**src/rtl/dcache_ctrl_pkg.sv**
```systemverilog
// Shared cache definitions (the mips_define set): address-split widths and
// controller state encodings used by dcache_ctrl and dcache_line_seq.
package dcache_ctrl_pkg;

    localparam int ADDR_BITS        = 32;
    localparam int WORD_BITS        = 32;
    localparam int WORD_BYTES_WIDTH = 2;
    localparam int LINE_WORDS_WIDTH = 2;
    localparam int LINE_NUM_WIDTH   = 6;
    localparam int TAG_BITS         = ADDR_BITS - LINE_NUM_WIDTH - LINE_WORDS_WIDTH - WORD_BYTES_WIDTH;
    localparam int STAT_BITS        = 32;

    localparam logic [1:0] S_IDLE = 2'd0;
    localparam logic [1:0] S_BACK = 2'd1;
    localparam logic [1:0] S_FILL = 2'd2;
    localparam logic [1:0] S_WAIT = 2'd3;

    typedef logic [TAG_BITS-1:0]         tag_t;
    typedef logic [LINE_NUM_WIDTH-1:0]   index_t;
    typedef logic [LINE_WORDS_WIDTH-1:0] wcnt_t;

    // Word-aligned byte address of one word inside a cache line.
    function automatic logic [ADDR_BITS-1:0] line_word_addr(input tag_t tag, input index_t index,
                                                            input wcnt_t word);
        return {tag, index, word, {WORD_BYTES_WIDTH{1'b0}}};
    endfunction

endpackage

```
**src/rtl/dcache_line_seq.sv**
```systemverilog
// Line sequencer for dcache_ctrl: word counter, latched victim tag/index and
// last-word detect for write-back and refill bursts.
module dcache_line_seq
    import dcache_ctrl_pkg::*;
(
    input  logic   clk,
    input  logic   rst,
    input  logic   start,
    input  logic   advance,
    input  tag_t   victim_tag_in,
    input  index_t victim_index_in,
    output wcnt_t  wcnt,
    output tag_t   victim_tag,
    output index_t victim_index,
    output logic   last_word
);

    wcnt_t  wcnt_q, wcnt_d;
    tag_t   victim_tag_q, victim_tag_d;
    index_t victim_index_q, victim_index_d;

    // The victim is captured on miss entry because the array status changes once refill starts.
    always_comb begin
        wcnt_d         = wcnt_q;
        victim_tag_d   = victim_tag_q;
        victim_index_d = victim_index_q;
        if (start) begin
            wcnt_d         = '0;
            victim_tag_d   = victim_tag_in;
            victim_index_d = victim_index_in;
        end else if (advance) begin
            wcnt_d = wcnt_q + 1'b1;
        end
    end

    always_ff @(posedge clk) begin
        if (rst) begin
            wcnt_q         <= '0;
            victim_tag_q   <= '0;
            victim_index_q <= '0;
        end else begin
            wcnt_q         <= wcnt_d;
            victim_tag_q   <= victim_tag_d;
            victim_index_q <= victim_index_d;
        end
    end

    assign wcnt         = wcnt_q;
    assign victim_tag   = victim_tag_q;
    assign victim_index = victim_index_q;
    assign last_word    = (wcnt_q == '1);

endmodule

```
**src/rtl/dcache_ctrl.sv**
```systemverilog
// Write-back, write-allocate controller for the direct-mapped data cache.
// Optional hit/miss statistics counters are enabled with macro DCACHE_STAT_EN.
module dcache_ctrl
    import dcache_ctrl_pkg::*;
(
    input  logic                 clk,
    input  logic                 rst,
    input  logic                 cpu_req,
    input  logic                 cpu_we,
    input  logic [ADDR_BITS-1:0] cpu_addr,
    input  logic [WORD_BITS-1:0] cpu_din,
    output logic [WORD_BITS-1:0] cpu_dout,
    output logic                 cpu_stall,
    output logic [ADDR_BITS-1:0] cache_addr,
    output logic                 cache_store,
    output logic                 cache_edit,
    output logic                 cache_invalid,
    output logic [WORD_BITS-1:0] cache_din,
    input  logic                 cache_hit,
    input  logic                 cache_valid,
    input  logic                 cache_dirty,
    input  logic [TAG_BITS-1:0]  cache_tag,
    input  logic [WORD_BITS-1:0] cache_dout,
    output logic                 mem_cs,
    output logic                 mem_we,
    output logic [ADDR_BITS-1:0] mem_addr,
    output logic [WORD_BITS-1:0] mem_dout,
    input  logic [WORD_BITS-1:0] mem_din,
    input  logic                 mem_ack,
    output logic [STAT_BITS-1:0] stat_hit,
    output logic [STAT_BITS-1:0] stat_miss
);

    logic [1:0] state_q, state_d;
    logic       seq_start, seq_advance, last_word;
    wcnt_t      wcnt;
    tag_t       victim_tag, cpu_tag;
    index_t     victim_index, cpu_index;

    assign cpu_tag   = cpu_addr[ADDR_BITS-1 -: TAG_BITS];
    assign cpu_index = cpu_addr[WORD_BYTES_WIDTH+LINE_WORDS_WIDTH +: LINE_NUM_WIDTH];

    dcache_line_seq u_line_seq (
        .clk             (clk),
        .rst             (rst),
        .start           (seq_start),
        .advance         (seq_advance),
        .victim_tag_in   (cache_tag),
        .victim_index_in (cpu_index),
        .wcnt            (wcnt),
        .victim_tag      (victim_tag),
        .victim_index    (victim_index),
        .last_word       (last_word)
    );

    always_comb begin
        state_d     = state_q;
        seq_start   = 1'b0;
        seq_advance = 1'b0;
        cpu_stall   = 1'b1;
        cache_addr  = cpu_addr;
        cache_store = 1'b0;
        cache_edit  = 1'b0;
        cache_din   = cpu_din;
        mem_cs      = 1'b0;
        mem_we      = 1'b0;
        mem_addr    = '0;
        case (state_q)
            S_IDLE: begin
                cpu_stall = cpu_req & ~cache_hit;
                if (cpu_req) begin
                    if (cache_hit) begin
                        cache_edit = cpu_we;
                    end else begin
                        seq_start = 1'b1;
                        state_d   = (cache_valid & cache_dirty) ? S_BACK : S_FILL;
                    end
                end
            end
            // Victim words are read from the array by index only, so the tag field is left zero.
            S_BACK: begin
                cache_addr = line_word_addr('0, victim_index, wcnt);
                mem_cs     = 1'b1;
                mem_we     = 1'b1;
                mem_addr   = line_word_addr(victim_tag, victim_index, wcnt);
                if (mem_ack) begin
                    seq_advance = 1'b1;
                    if (last_word) state_d = S_FILL;
                end
            end
            S_FILL: begin
                cache_addr = line_word_addr(cpu_tag, cpu_index, wcnt);
                mem_cs     = 1'b1;
                mem_addr   = line_word_addr(cpu_tag, cpu_index, wcnt);
                if (mem_ack) begin
                    cache_store = 1'b1;
                    cache_din   = mem_din;
                    seq_advance = 1'b1;
                    if (last_word) state_d = S_WAIT;
                end
            end
            default: begin
                state_d = S_IDLE;
            end
        endcase
    end

    always_ff @(posedge clk) begin
        if (rst) state_q <= S_IDLE;
        else     state_q <= state_d;
    end

    assign cpu_dout      = cache_dout;
    assign mem_dout      = cache_dout;
    assign cache_invalid = 1'b0;

`ifdef DCACHE_STAT_EN
    logic [STAT_BITS-1:0] stat_hit_q, stat_hit_d, stat_miss_q, stat_miss_d;

    // Counters saturate instead of wrapping so long runs never report a small count.
    always_comb begin
        stat_hit_d  = stat_hit_q;
        stat_miss_d = stat_miss_q;
        if (state_q == S_IDLE && cpu_req) begin
            if (cache_hit && stat_hit_q != '1)   stat_hit_d  = stat_hit_q + 32'd1;
            if (!cache_hit && stat_miss_q != '1) stat_miss_d = stat_miss_q + 32'd1;
        end
    end

    always_ff @(posedge clk) begin
        if (rst) begin
            stat_hit_q  <= '0;
            stat_miss_q <= '0;
        end else begin
            stat_hit_q  <= stat_hit_d;
            stat_miss_q <= stat_miss_d;
        end
    end

    assign stat_hit  = stat_hit_q;
    assign stat_miss = stat_miss_q;
`else
    assign stat_hit  = '0;
    assign stat_miss = '0;
`endif

endmodule
```
**config.mk**
```make
export PLATFORM = sky130hd
export DESIGN_NAME = dcache_ctrl
export DESIGN_NICKNAME = d
export VERILOG_FILES = /design/src/rtl/dcache_ctrl_pkg.sv /design/src/rtl/dcache_line_seq.sv /design/src/rtl/dcache_ctrl.sv
export SDC_FILE = /design/constraint.sdc
export NUM_CORES = 1
export LEC_CHECK = 0
export CAP_MARGIN = 0
export CORE_AREA = 2 2 151 153
export DETAILED_ROUTE_END_ITERATION = 16
export DIE_AREA = 0 0 153 155
export PLACE_DENSITY = 0.6
export SLEW_MARGIN = 20
export SYNTH_ARGS = -nofsm -noshare
export SYNTH_HDL_FRONTEND = slang
export SYNTH_SLANG_ARGS = --single-unit
```
**constraint.sdc**
```tcl
create_clock -name clk -period 2.55 [get_ports clk]
set_input_delay 0.6375 -clock clk [delete_from_list [all_inputs] [get_ports clk]]
set_output_delay 0.6375 -clock clk [all_outputs]
set_load 0.05 [all_outputs]
```
==> results <==
-- stage by stage --
| step | std cells | TNS, ns | total power, W | hold WS, ns | setup slack, ns |
|---|---|---|---|---|---|
| detailed placement | 865 | -1.08 | 0.00652 | 0.449 | -0.0700 |
| CTS | 875 | 0 | 0.00736 | 0.456 | 0.00580 |
| global placement | 865 | -1.07 | 0.00650 | 0.442 | -0.0740 |
| finish | 878 | 0 | 0.00728 | 0.453 | 0.0392 |
| floorplan | 501 | 0 | 0.00435 | 0.436 | 0.0930 |
| global route | 877 | 0 | 0.00761 | 0.477 | 0.00851 |
-- where the power goes --
part	internal (W)	switching, W	leakage, nW
sequential	0.000575	0.0000566	0.262
clock	0.000459	0.000233	0.0798
combinational	0.00241	0.00355	2.11
-- worst register-to-register path, cell delays in order (launching register included) --
cell	delay [ns]
dfxtp_2	0.40
inv_1	0.13
ha_2	0.28
a221o_1	0.40
or4_1	0.48
a21oi_1	0.14
-- routing by layer --
layer / GRT usage, % / routed length [um]
met5: 0 / 13
met4: 3.35 / 221
met3: 3.84 / 1080
met2: 15.9 / 6250
met1: 14.7 / 6160
-- Yosys cell counts, drive strengths merged (2+ instances only) --
cell type / number / area, um2
nand2: 60 / 225
nor3: 4 / 20.0
nand2b: 3 / 18.8
dfxtp: 32 / 641
a21oi: 30 / 150
mux2: 32 / 360
buf: 138 / 1020
a22o: 6 / 52.6
and2: 23 / 144
o211a: 2 / 20.0
a21o: 2 / 15.0
nor2b: 3 / 18.8
inv: 7 / 26.3
clkbuf: 18 / 67.6
ha: 7 / 87.6
nor2: 28 / 105
a22oi: 28 / 210
-- final cells by class --
cell class | count | area [um2]
multi-input combinational | 306 | 2030
inverter | 7 | 26.3
sequential | 32 | 646
tap | 285 | 357
clock buffer | 5 | 125
timing repair buffer | 239 | 3060
fill | 2328 | 15900
clock inverter | 3 | 42.5
antenna | 1 | 2.50
-- cell families (layout without fill, tap and decap cells) --
kind of cell | after synthesis | in the layout | synth area share (%)
buffers and inverters | 163 | 254 | 34.0
AND/OR/NAND/NOR | 125 | 125 | 17.1
flip-flops | 32 | 32 | 19.6
XOR/XNOR | 1 | 1 | 0.268
multiplexers | 33 | 33 | 11.3
AO/OA/AOI/OAI | 73 | 73 | 14.8
other | 1 | 68 | 0.115
adder cells (fa/ha/maj) | 7 | 7 | 2.68
-- repair_timing --
item	4_1_cts	5_1_grt
endpoints found under the setup margin	84	32
setup buffers	0	2
hold buffers	0	0
cloned	2	0
gates resized for setup	14	2
pin swaps	1	1
-- sequential cells by signal, indices dropped and copies added, names as in the netlist --
register and flops:
state_q 2, u_line_seq.victim_index 6, u_line_seq.victim_tag 22, u_line_seq.wcnt 2
-- worst min-delay path by stage --
stage | to | start | cells past startpoint
floorplan | u_line_seq.victim_tag[1] | u_line_seq.victim_tag[1] | 2
global placement | u_line_seq.victim_tag[4] | u_line_seq.victim_tag[4] | 2
detailed placement | u_line_seq.victim_tag[2] | u_line_seq.victim_tag[2] | 2
CTS | u_line_seq.victim_tag[11] | u_line_seq.victim_tag[11] | 2
global route | u_line_seq.victim_tag[13] | u_line_seq.victim_tag[13] | 2
finish | u_line_seq.victim_tag[2] | u_line_seq.victim_tag[2] | 2
==> reports/metrics.cfg <==
[power]
worst_ir_drop_vdd_uv = 676
leakage_nw = 2.45
p_per_area_mw_per_mm2 = 1160

[cells_and_area]
area_growth_pct = 92.7
drive_gt1_share_pct = 34.1
layout.nets = 756
fin_util_pct = 28.3
mostFrequentLayoutCells = clkdlybuf4s50_1 (124), buf_12 (73), conb_1 (67)
finalInstanceArea_mm2 = 0.00630
final_common_cell = clkdlybuf4s50_1

[logic_synthesis]
synth_cells = 435
yosys_most_used_dff = dfxtp_1
ys_types = 33
synth-seq-area-share_pct = 19.6
synth_edf_count = 0
syn_area_mm2 = 0.00327
syn_avg_cell_area_um2 = 7.51
synth-seq-cells = 32
yosysWarningCount = 0
async_flop_share_pct = 0

[worst_setup_path]
path_cells = dlygate4sd2_1, nand2_8, bufbuf_16, mux2_2, buf_4
crit_path_start = mem_ack
worstPathArrival_ns = 1.87
start_kind = primary input
r2r-start = state_q[1]
r2r_setup_slack_ns = 0.65
regToRegEndpoint = state_q[1]
r2r_cells = 5
crit_end = cache_din[21]
worstPathMaxFanout = 8
path_buf_inv = 3
slowest_delay_ns = 0.33
crit_slowest_cell = mux2_2
cp.depth = 5
required_ns = 1.91
critPathKind = in -> out
worstSetupEndpointType = output pin
crit_family = buffers and inverters

[floorplanning]
start_util_pct = 14.7
dieArea_mm2 = 0.0237
die_w_um = 153
fp.dieH_um = 155
rows = 55
core_area_mm2 = 0.0222
ios = 388

[routing]
viasPerCell = 3.63
wl_per_cell_um = 15.6
vias = 3187
drc_errors = 0
ant_nets = 0
firstDrtPassIters = 5
drt-initial-drc-count = 81
finalWirelength_um = 13700

[place]
place_congestion = 0.775
hpwl_um = 11000
postPlaceCellArea_mm2 = 0.00601
port_buffers = 224

[timing]
period_minus_slack_ns = 2.51
maxSlewViolCount = 0
skew_ns = 0.00535
max_clock_freq_ghz = 0.398
hold_viol = 0
min_period_over_period_pct = 98.5
grt_setup_unrepaired = false
setup_violations = 0

[global_route]
antenna_found_initial = 2
grt_pass1_wl_um = 19300
grt_pass1_vias = 2956
globalRouteTotalUtil_pct = 10.8
grt-ovfl-total = 0
grt_max_degree = 33

[clocking]
cts_buffers = 5
cts_root_buf = clkbuf_16
cts_tree = built
clkSinkCount = 32
cts.path.max_buffers = 2
clock_latency_ns = 0.28
clk_pin_slew_ns = 0.06
cts_htree_levels = 2

[job]
drv_cap = 0

[status]
status = finished clean

[worst_hold_path]
hold_path_class = reg -> reg

Power figures use the tool's default switching activity.
